**src/rtl/mips_mc_pkg.sv**
```systemverilog
// rtl/mips_mc_pkg.sv - state, opcode and control-field encodings for the multicycle MIPS control FSM
package mips_mc_pkg;

  typedef enum logic [3:0] {
    S_FETCH   = 4'd0,
    S_DECODE  = 4'd1,
    S_MEMADR  = 4'd2,
    S_MEMRD   = 4'd3,
    S_MEMWB   = 4'd4,
    S_MEMWR   = 4'd5,
    S_RTYPEEX = 4'd6,
    S_ALUWB   = 4'd7,
    S_IMMEX   = 4'd8,
    S_IMMWB   = 4'd9,
    S_BRANCH  = 4'd10,
    S_JUMP    = 4'd11,
    S_ILLEGAL = 4'd12
  } state_t;

  localparam logic [5:0] OP_RTYPE = 6'b000000;
  localparam logic [5:0] OP_J     = 6'b000010;
  localparam logic [5:0] OP_BEQ   = 6'b000100;
  localparam logic [5:0] OP_BNE   = 6'b000101;
  localparam logic [5:0] OP_ADDI  = 6'b001000;
  localparam logic [5:0] OP_ANDI  = 6'b001100;
  localparam logic [5:0] OP_ORI   = 6'b001101;
  localparam logic [5:0] OP_LUI   = 6'b001111;
  localparam logic [5:0] OP_LW    = 6'b100011;
  localparam logic [5:0] OP_SW    = 6'b101011;

  localparam logic [2:0] ALUOP_ADD   = 3'b000;
  localparam logic [2:0] ALUOP_SUB   = 3'b001;
  localparam logic [2:0] ALUOP_ORI   = 3'b010;
  localparam logic [2:0] ALUOP_ANDI  = 3'b011;
  localparam logic [2:0] ALUOP_LUI   = 3'b100;
  localparam logic [2:0] ALUOP_RTYPE = 3'b111;

  localparam logic [1:0] SRCB_B     = 2'b00;
  localparam logic [1:0] SRCB_FOUR  = 2'b01;
  localparam logic [1:0] SRCB_IMM   = 2'b10;
  localparam logic [1:0] SRCB_IMMSH = 2'b11;

  localparam logic [1:0] PCSRC_ALU    = 2'b00;
  localparam logic [1:0] PCSRC_ALUOUT = 2'b01;
  localparam logic [1:0] PCSRC_JUMP   = 2'b10;

endpackage

```
**src/rtl/mc_imm_aluop_dec.sv**
```systemverilog
// rtl/mc_imm_aluop_dec.sv - maps an I-type opcode to the ALUOp used in IMMEX
module mc_imm_aluop_dec
  import mips_mc_pkg::*;
(
  input  logic [5:0] op,
  output logic [2:0] aluop
);

  always_comb begin
    aluop = ALUOP_ADD;
    case (op)
      OP_ORI:  aluop = ALUOP_ORI;
      OP_ANDI: aluop = ALUOP_ANDI;
      OP_LUI:  aluop = ALUOP_LUI;
      default: aluop = ALUOP_ADD;
    endcase
  end

endmodule

```
**src/rtl/multicycle_control.sv**
```systemverilog
// rtl/multicycle_control.sv - main Moore control FSM of the multicycle MIPS datapath
// MEM_WAIT_EN: when defined, FETCH/MEMRD/MEMWR stall on mem_ready=0.
module multicycle_control
  import mips_mc_pkg::*;
#(
  parameter bit TRAP_ON_ILLEGAL = 1'b1
) (
  input  logic       clk,
  input  logic       reset,
  input  logic [5:0] OP,
  input  logic       Zero,
  input  logic       mem_ready,
  output logic       IorD,
  output logic       MemRead,
  output logic       MemWrite,
  output logic       IRWrite,
  output logic       PCEn,
  output logic [1:0] PCSrc,
  output logic       ALUSrcA,
  output logic [1:0] ALUSrcB,
  output logic [2:0] ALUOp,
  output logic       RegDst,
  output logic       MemtoReg,
  output logic       RegWrite,
  output logic       IllegalOp,
  output logic [3:0] State
);

  state_t     state, next_state;
  logic       illegal_q;
  logic       mem_ok;
  logic       pc_write;
  logic       branch_en;
  logic [2:0] imm_aluop;

`ifdef MEM_WAIT_EN
  assign mem_ok = mem_ready;
`else
  logic unused_mem_ready;
  assign unused_mem_ready = mem_ready;
  assign mem_ok = 1'b1;
`endif

  mc_imm_aluop_dec u_imm_aluop_dec (
    .op    (OP),
    .aluop (imm_aluop)
  );

  always_ff @(posedge clk) begin
    if (reset) begin
      state     <= S_FETCH;
      illegal_q <= 1'b0;
    end else begin
      state <= next_state;
      if (next_state == S_ILLEGAL)
        illegal_q <= 1'b1;
    end
  end

  always_comb begin
    next_state = state;
    IorD       = 1'b0;
    MemRead    = 1'b0;
    MemWrite   = 1'b0;
    IRWrite    = 1'b0;
    pc_write   = 1'b0;
    branch_en  = 1'b0;
    PCSrc      = PCSRC_ALU;
    ALUSrcA    = 1'b0;
    ALUSrcB    = SRCB_B;
    ALUOp      = ALUOP_ADD;
    RegDst     = 1'b0;
    MemtoReg   = 1'b0;
    RegWrite   = 1'b0;

    case (state)
      S_FETCH: begin
        MemRead  = 1'b1;
        IRWrite  = mem_ok;
        ALUSrcB  = SRCB_FOUR;
        pc_write = mem_ok;
        if (mem_ok)
          next_state = S_DECODE;
      end
      S_DECODE: begin
        // PC + (imm<<2) is parked in ALUOut in case this turns out to be a branch
        ALUSrcB = SRCB_IMMSH;
        case (OP)
          OP_LW, OP_SW:                     next_state = S_MEMADR;
          OP_RTYPE:                         next_state = S_RTYPEEX;
          OP_BEQ, OP_BNE:                   next_state = S_BRANCH;
          OP_ADDI, OP_ORI, OP_ANDI, OP_LUI: next_state = S_IMMEX;
          OP_J:                             next_state = S_JUMP;
          default: next_state = TRAP_ON_ILLEGAL ? S_ILLEGAL : S_FETCH;
        endcase
      end
      S_MEMADR: begin
        ALUSrcA    = 1'b1;
        ALUSrcB    = SRCB_IMM;
        next_state = (OP == OP_LW) ? S_MEMRD : S_MEMWR;
      end
      S_MEMRD: begin
        MemRead = 1'b1;
        IorD    = 1'b1;
        if (mem_ok)
          next_state = S_MEMWB;
      end
      S_MEMWB: begin
        MemtoReg   = 1'b1;
        RegWrite   = 1'b1;
        next_state = S_FETCH;
      end
      S_MEMWR: begin
        MemWrite = 1'b1;
        IorD     = 1'b1;
        if (mem_ok)
          next_state = S_FETCH;
      end
      S_RTYPEEX: begin
        ALUSrcA    = 1'b1;
        ALUOp      = ALUOP_RTYPE;
        next_state = S_ALUWB;
      end
      S_ALUWB: begin
        RegDst     = 1'b1;
        RegWrite   = 1'b1;
        next_state = S_FETCH;
      end
      S_IMMEX: begin
        ALUSrcA    = 1'b1;
        ALUSrcB    = SRCB_IMM;
        ALUOp      = imm_aluop;
        next_state = S_IMMWB;
      end
      S_IMMWB: begin
        RegWrite   = 1'b1;
        next_state = S_FETCH;
      end
      S_BRANCH: begin
        ALUSrcA    = 1'b1;
        ALUOp      = ALUOP_SUB;
        PCSrc      = PCSRC_ALUOUT;
        branch_en  = (OP == OP_BNE) ? ~Zero : Zero;
        next_state = S_FETCH;
      end
      S_JUMP: begin
        PCSrc      = PCSRC_JUMP;
        pc_write   = 1'b1;
        next_state = S_FETCH;
      end
      S_ILLEGAL: next_state = S_ILLEGAL;
      default:   next_state = S_FETCH;
    endcase

    PCEn = pc_write | branch_en;

    // Strobes are gated by reset itself so a write aborted mid-cycle never lands
    if (reset) begin
      PCEn     = 1'b0;
      IRWrite  = 1'b0;
      RegWrite = 1'b0;
      MemRead  = 1'b0;
      MemWrite = 1'b0;
    end
  end

  assign IllegalOp = illegal_q;
  assign State     = state;

endmodule

```
**config.mk**
```make
export PLATFORM = sky130hd
export DESIGN_NAME = multicycle_control
export DESIGN_NICKNAME = d
export VERILOG_FILES = /design/src/rtl/mips_mc_pkg.sv /design/src/rtl/mc_imm_aluop_dec.sv /design/src/rtl/multicycle_control.sv
export SDC_FILE = /design/constraint.sdc
export NUM_CORES = 1
export LEC_CHECK = 0
export CAP_MARGIN = 20
export CORE_UTILIZATION = 43
export CTS_CLUSTER_SIZE = 12
export DETAILED_ROUTE_END_ITERATION = 8
export PLACE_DENSITY = 0.85
export SKIP_LAST_GASP = 1
export SLEW_MARGIN = 20
export SYNTH_ARGS = -nofsm -noshare
export SYNTH_HDL_FRONTEND = slang
export SYNTH_HIERARCHICAL = 1
export SYNTH_SLANG_ARGS = --single-unit
```
**constraint.sdc**
```tcl
create_clock -name clk -period 4.3 [get_ports clk]
set_clock_uncertainty 0.05 [all_clocks]
set_input_delay 0.43 -clock clk [delete_from_list [all_inputs] [get_ports clk]]
set_output_delay 0.43 -clock clk [all_outputs]
set_load 0.03 [all_outputs]
```
Word level (Yosys, flattened, before mapping) --
Index checks and enable logic that the tools add are counted.
Operators by class: eq/ne operators 22, mux-type cells 23, bitwise gates (word level) 2, reduce and logical (&&, ||, !) cells 11
Operators with widths (number):
- 4-bit one-hot mux with 7 select lines | 1
- 4-bit == test, second input constant | 6
- 6-bit by 4-bit == test with 1-bit output, second input constant | 4
- 4-bit one-hot mux with 5 select lines | 1
- 3-bit one-hot mux with 3 select lines | 2
- 4-bit by 3-bit == test with 1-bit output, second input constant | 4
- 1-bit two-way mux | 16
- 6-bit by 3-bit == test with 1-bit output, second input constant | 2
- 6-bit == test, second input constant | 2
- 2-bit OR reduction | 6
- 4-bit by 2-bit == test with 1-bit output, second input constant | 2
- 4-bit OR reduction | 2
- 6-bit by 2-bit == test with 1-bit output, second input constant | 1
- 6-bit logical NOT | 1
- 2-bit one-hot mux with 3 select lines | 1
- 4-bit by 1-bit == test with 1-bit output, second input constant | 1
- 4-bit logical NOT | 1
- 2-bit one-hot mux with 2 select lines | 1
- 3-bit two-way mux | 1
- 3-bit OR reduction | 1
- 1-bit inverter | 1
- 1-bit OR | 1
Word-level totals: register bits 5, bits of input ports 10, output and inout bits 21, logic and storage cells 60

Logic depth before layout (Yosys ltp) --
Gate-level depths: netlist of run 1.
depth after elaboration 5, mapped depth 6, depth with buffers taken out 5

Modules after synthesis --
Netlist of run 1, hierarchy kept.
By module, submodules not included:
- multicycle_control | times used 1, cells an instance 91, area each 599.3 sq um, seq. area each 100.1 sq um
- mc_imm_aluop_dec | times used 1, cells an instance 5, area each 48.8 sq um, seq. area each 0.0 sq um

Worst setup path after synthesis of run 1 --
Ideal clock, no wire load.
path kind register -> output, from register state[1] (netlist: State[1]), to output PCEn, data arrival time 2.277 ns, data required time 3.820 ns, setup slack 1.543 ns, cell stages (with the launch flop) 5, buffers on the path 2, cell sequence dfxtp_1 buf_2 clkbuf_1 nor4_1 o21bai_1
On the way: word-level cells in the longest chain between the ends 5, elaborated cells on any way between the ends 8, those cells by class 2 x eq/ne; 3 x mux; 1 x bitwise; 2 x reduce/logical
Ends and longest elaborated chain:
- start: declaration | RTL line multicycle_control.sv:29 | state_t state, next_state;
- start signal: assignment | RTL line multicycle_control.sv:54 | state <= next_state;
- 4-bit == test or 4-bit logical NOT (tied branches) | RTL line multicycle_control.sv:76 | case (state)
- 2-bit OR reduction (no source line)
- 1-bit two-way mux | RTL line multicycle_control.sv:76
- 1-bit OR (*) | RTL line multicycle_control.sv:155 | PCEn = pc_write | branch_en;
- 1-bit two-way mux (*) | RTL line multicycle_control.sv:158 | if (reset) begin
- end: declaration | RTL line multicycle_control.sv:17 | output logic PCEn,
Every way passes the cells marked *; elsewhere a longest branch is shown, timed or not.

Final worst setup path of run 1 --
from input OP[0], to output PCEn
On the way: word-level cells in the longest chain between the ends 5
Ends and longest elaborated chain:
- start: declaration | RTL line multicycle_control.sv:10 | input logic [5:0] OP,
- 6-bit by 3-bit == test with 1-bit output | RTL line multicycle_control.sv:143 | branch_en = (OP == OP_BNE) ? ~Zero : Zero;
- 1-bit two-way mux | RTL line multicycle_control.sv:143
- 1-bit two-way mux | RTL line multicycle_control.sv:76
- 1-bit OR | RTL line multicycle_control.sv:155
- 1-bit two-way mux | RTL line multicycle_control.sv:158
Every way passes these cells.

==> key figures, run 1 <==
Die
  • Initial Util: 0.480
  • Site Rows: 13
  • Top Ports: 31
  • Core area: around 1400 sq um
  • Die width: roughly 41 microns
  • Die height: 40.8 microns
  • Die footprint: around 1700 sq um

Synthesis
  • Adder-cell area share of the yosys netlist: 0
  • Mapped Cells: 96
  • Largest cells by area after synthesis: dfxtp_1 (15%), nor2_1 (10%), nand2b_1 (6.8%), a21oi_1 (6.2%), nor3_1 (4.6%)
  • Synth Area in XOR/XNOR: 0.0405
  • Yosys reg bits: 5
  • Top cell type's share of synthesized area: 0.154
  • Post-synthesis simple-gate area fraction: 0.508
  • Synthesized cell area: 648 sq um
  • Synth top cells by count: nor2_1 (18), a21oi_1 (8), nand2_1 (7), nand2b_1 (7), nor3_1 (6)
  • Most used DFF post-synth: dfxtp_1
  • Netlist cell types: 39
  • Synth Area in Compound Gates: 0.236
  • Post-synth EDFFs: 0
  • Ys async rst share: 0
  • Cell taking the most area after synthesis: dfxtp_1
  • Proportion of synthesized area in mux cells: 0.0174
  • Most frequent cell after synthesis: nor2_1
  • Yosys Warn Count: 6
  • Main combinational cell family by area after synthesis: simple AND/OR/NAND/NOR gates
  • Syn_nets: between 100 and 150
  • Sequential share of the synthesized area: 0.154
  • Mean Syn Cell Area: 6.75 sq um

Global route
  • Vias in the first global route: 612
  • Global-route wire length before repair: 2.64 mm
  • Grt ovf: 0
  • Largest net degree at the start of global routing: 19
  • Initial antenna violation count: 0
  • GRT Overall Usage: 0.224

Layout
  • Area Overhead vs Synth: 47.3%
  • Multi-input gate area: 519 sq um
  • # fillers: 113
  • Inserted Diodes: 0
  • Non-Filler Instances: roughly 140
  • Final net count: 133
  • Layout cell share with drive strength beyond 1: 0.0492
  • Post-route cell area: about 950 sq um
  • Sequential cell area: approximately 100 sq um

Routing
  • DR pass1 iterations: 4
  • Final wirelength: around 1.7 mm
  • DRT iter0 DRCs: 11
  • Antenna-violating nets left: 0
  • DRC viols: 0
  • Post-DR vias/cell: between 6 and 7
  • WL/cell: around 12 microns
  • Vias: approximately 830

Placed design
  • Placer Congestion: just under 0.8
  • Placed cell area: roughly 930 sq um
  • Placed Instances: approximately 130
  • # port buffers: 29
  • Half-perimeter wire length after placement: 1.25 mm

Timing
  • Least-Margin Pin Slew: a little under 0.6 ns
  • Slew Viols, Final: 0
  • Setup TNS: 0 ns
  • Peak Freq: around 310 MHz
  • Final Setup Violations: 0
  • Unrepaired setup endpoints after global routing: no
  • Final hold vios: 0
  • Fin crit share: 0.743
  • Relative slew margins: 0.606
  • Min cycle time layout: 3.19 ns

Run
  • Max Cap Viol: 0

Clock tree
  • H-tree levels: 1
  • Clock Pin Slew Worst Setup and Hold Paths: around 0.04 ns
  • Post-CTS Setup Bufs: 0
  • Post_cts resized: 0
  • Clock tree buffer depth: 2
  • Sink Count: 5
  • CTS tree: done
  • # hold bufs at CTS: 0
  • TritonCTS Buffers: 3
  • Clock root buffer: clkbuf_4
  • Clk Latency, worst-skew pair: 0.23 ns

Power and ir drop
  • Leak: between 0.3 and 0.4 nW
  • Peak VDD IR: about 380 uV
  • Internal Power: 0.000237 W
  • Clock power frac: 0.104
  • Sequential power share: 0.215
  • Pwr/cell area: between 500 and 600 nW/um^2
  • Switching share of total power: 0.520
  • Comb power frac: 0.681
  • Switching pwr: between 0.0002 and 0.0003 W

Setup path
  • Crit path kind: in -> out
  • Crit. End Element: primary output
  • Crit path required time: about 3.8 ns
  • Worst R2R Path Depth: 5
  • CP Max Fanout: 10
  • Arr. time, crit path: about 2.7 ns
  • Startpoint types: primary input

Status
  • Run status: finished, final reports clean

Hold path
  • WHS Path Cells: 2
  • Min-Delay Path Class: reg -> reg
==> metrics by stage <==
step                      total power (W)  hold slack (ns)  worst slack [ns]   util
final                            0.000493            0.414              1.11  0.707
after global placement           0.000436            0.396              1.15  0.688
after detailed placement         0.000441            0.398              1.11  0.688
after CTS                        0.000495            0.415              1.11  0.707
after floorplan                  0.000316            0.542              1.54      -
after global routing             0.000528            0.466             0.944  0.707
==> worst max-delay path: stages <==
cell	delay, ns
clkdlybuf4s50_1	0.65
or2b_1	0.26
nor4_1	0.28
xor2_1	0.18
a21oi_1	0.08
o21bai_1	0.13
clkdlybuf4s50_1	0.69
==> per-layer routing <==
layer | vias to the layer above | part of all wire | track usage
li1 | 410 | - | -
met1 | 392 | 0.47 | 0.308
met2 | 30 | 0.49 | 0.387
met3 | 0 | 0.044 | 0.0163
met4 | 0 | 0 | 0.0250
met5 | - | 0 | 0
==> layout make-up <==
type | count | area share
clock buffer | 4 | 0.0275
multi-input combinational | 84 | 0.544
sequential | 5 | 0.105
tap | 15 | 0.0197
timing repair buffer | 29 | 0.304
==> state kept, by name, summed over array words and instances, names as in the netlist <==
register / cells
State: 4
IllegalOp: 1
==> worst paths after layout <==
kind                            slack (ns)      start         to
worst max-delay path                  1.11      OP[0]       PCEn
worst min-delay path                  0.41  IllegalOp  IllegalOp
worst max register to register        2.52   State[0]  IllegalOp
worst min register to register        0.41  IllegalOp  IllegalOp
==> placed cells by master (no fill, tap or decap), types with 2 or more instances in the layout <==
cell and count:
nand2b_1 7, nand2_1 7, clkdlybuf4s50_1 29, o21bai_1 3
nor3_1 6, xor2_1 2, dfxtp_1 5, a21oi_1 8
a31oi_1 2, or4b_1 3, nor4_1 3, nor2_1 18
clkbuf_4 3
==> cells by family (layout without fill, tap and decap cells) <==
family                    after synthesis  count (layout)
and+or+nand+nor                        57              57
muxes                                   1               1
AOI/OAI and AO/OA                      23              23
buffers and inverters                   7              33
DFF                                     5               5
xor gates and xnor gates                3               3
==> power groups by stage <==
stage                     combinational [W]  sequential, W  clock [W]
final                              0.000336       0.000106  0.0000512
after global routing               0.000358       0.000111  0.0000588
after CTS                          0.000337       0.000106  0.0000526
after detailed placement           0.000335       0.000106          0
after global placement             0.000331       0.000105          0
after floorplan                    0.000215       0.000101          0
Note: power is estimated with default switching activity, not from simulation.
==> inputs of run 2 (changes only) <==
--- a/config.mk
+++ b/config.mk
@@ -6,10 +6,10 @@
 export NUM_CORES = 1
 export LEC_CHECK = 0
 export CAP_MARGIN = 20
-export CORE_UTILIZATION = 43
+export CORE_UTILIZATION = 40
 export CTS_CLUSTER_SIZE = 12
 export DETAILED_ROUTE_END_ITERATION = 8
-export PLACE_DENSITY = 0.85
+export PLACE_DENSITY = 0.8
 export SKIP_LAST_GASP = 1
 export SLEW_MARGIN = 20
 export SYNTH_ARGS = -nofsm -noshare
==> constraint.sdc (replaced) <==
create_clock -name clk -period 2.99 [get_ports clk]
set_clock_uncertainty 0.05 [all_clocks]
set_input_delay 0.299 -clock clk [delete_from_list [all_inputs] [get_ports clk]]
set_output_delay 0.299 -clock clk [all_outputs]
set_load 0.03 [all_outputs]
==> run 2 against run 1 <==
Effect of this change: sequential share of layout area fell by 0.41 points; sequential power up 43%; die area is 7.1% higher; non-clock buffer count rose by 5; worst hold slack barely moved; via count rose by 0.84%; critical endpoint unchanged; largest power group unchanged; highest routed layer is now met4.
==> key figures, run 2 (synthesis gave the netlist of run 1 again) <==
Power and ir drop
  • Peak VDD IR: around 530 uV
  • Clock power frac: 0.114
  • Pwr/cell area: around 730 nW/um^2
  • Internal Power: 0.000345 W
  • Comb power frac: 0.675
  • Leak: about 0.34 nW
  • Switching share of total power: 0.521
  • Switching pwr: around 0.00038 W
  • Sequential power share: 0.210

Routing
  • Vias: approximately 840
  • Antenna-violating nets left: 0
  • WL/cell: around 13 microns
  • DR pass1 iterations: 5
  • Post-DR vias/cell: 5.87
  • Final wirelength: approximately 1.8 mm
  • DRT iter0 DRCs: 25
  • DRC viols: 0

Die
  • Die width: 42.3 microns
  • Die height: ~42 microns
  • Top Ports: 31
  • Initial Util: 0.430
  • Die footprint: about 1800 sq um
  • Core area: 1510 sq um
  • Site Rows: 14

Global route
  • GRT Overall Usage: 0.191
  • Met2 Use GR: 0.338
  • Gr busiest metal: met2
  • Global-route wire length before repair: between 2 and 3 mm
  • Grt ovf: 0
  • Vias in the first global route: a little under 700
  • Global Route met3 Usage: 0.0259
  • Initial antenna violation count: 0
  • Grt met1 use: 0.245
  • Largest net degree at the start of global routing: 19

Timing
  • Setup TNS: 0 ns
  • Min cycle time layout: around 2.8 ns
  • Final WS setup: about 0.23 ns
  • Fin crit share: 0.922
  • Final Setup Violations: 0
  • Slew Viols, Final: 0
  • Final hold vios: 0
  • Relative slew margins: 0.606
  • Unrepaired setup endpoints after global routing: no
  • Peak Freq: between 300 and 400 MHz
  • Least-Margin Pin Slew: about 0.59 ns

Placed design
  • Placed cell area: between 900 and 1000 sq um
  • # port buffers: 29
  • Setup Slack @ Placement: 0.217 ns
  • Half-perimeter wire length after placement: between 1 and 1.5 mm
  • Placer Congestion: around 0.79

Layout
  • Inserted Diodes: 0
  • Layout cell share with drive strength beyond 1: 0.0866
  • Commonest non-fill, non-tap cell in the layout: clkdlybuf4s50_1
  • # fillers: roughly 140
  • Largest register FFs: 4
  • Sequential cell area: roughly 100 sq um
  • Area Overhead vs Synth: 53.3%
  • Multi-input gate area: 519 sq um
  • Post-route cell area: 993 sq um
  • Commonest non-fill, non-tap cells in the layout: clkdlybuf4s50_1 (29), nor2_1 (18), a21oi_1 (8)
  • Final net count: ~140

Setup path
  • Worst R2R Path Depth: 5
  • Crit. End Element: primary output
  • CP Max Fanout: 2
  • Crit path kind: in -> out
  • Crit path required time: around 2.6 ns
  • Startpoint types: primary input
  • RR Startpoint: State[1]
  • Arr. time, crit path: 2.41 ns
  • Crit path from: OP[0]

Clock tree
  • Post_cts resized: 0
  • Sink Count: 5
  • Clk Latency, worst-skew pair: approximately 0.25 ns
  • Post-CTS Setup Bufs: 0
  • Clock root buffer: clkbuf_4
  • # hold bufs at CTS: 0
  • Clock tree buffer depth: 2
  • H-tree levels: 1
  • TritonCTS Buffers: 3
  • CTS tree: done
  • Clock Pin Slew Worst Setup and Hold Paths: 0.05 ns

Hold path
  • Min-Delay Path Class: reg -> reg
  • WHS Path Cells: 2
  • Min-delay src: IllegalOp

Run
  • Max Cap Viol: 0

Status
  • Run status: finished, final reports clean
-- run 2: changes by cell type in the layout (fill, tap and decap cells not counted), sizes merged --
| cell | previous run | this run |
|---|---|---|
| buf | 0 | 5 |
-- run 2: critical path, stage by stage --
cell             delay (ns)
clkdlybuf4s50_1        0.47
or2b_1                 0.23
nor4_1                 0.30
xor2_1                 0.21
a21oi_1                0.09
o21bai_1               0.13
clkdlybuf4s50_1        0.69
-- run 2: worst paths after layout --
kind,end,slack (ns)
min,IllegalOp,0.41
min reg2reg,IllegalOp,0.41
max reg2reg,IllegalOp,1.22
max,PCEn,0.23
-- run 2: routing by layer --
layer,vias to the layer above,routed length [microns]
met5,-,0
met4,0,11
met3,2,97
met2,31,866
met1,391,826
li1,415,-
-- run 2: final cells by class --
cell class,count,area share
well taps,16,0.0202
clock buffers,4,0.0264
flip-flops and latches,5,0.101
repair buffers,34,0.330
multi-input cells,84,0.523
-- run 2: power groups by stage --
stage	clock [W]	combinational (W)	sequential (W)
detailed placement	0	0.000485	0.000152
global placement	0	0.000480	0.000150
floorplan	0	0.000310	0.000145
global route	0.0000855	0.000515	0.000159
finish	0.0000824	0.000487	0.000152
CTS	0.0000813	0.000488	0.000151
-- run 2: per-stage QoR --
step | power [W] | std cells | util | hold WS, ns
after floorplan | 0.000454 | 96 | - | 0.505
after global placement | 0.000630 | 139 | 0.642 | 0.399
after detailed placement | 0.000637 | 139 | 0.642 | 0.396
after CTS | 0.000720 | 143 | 0.659 | 0.414
after global routing | 0.000760 | 143 | 0.659 | 0.465
final | 0.000721 | 143 | 0.659 | 0.414
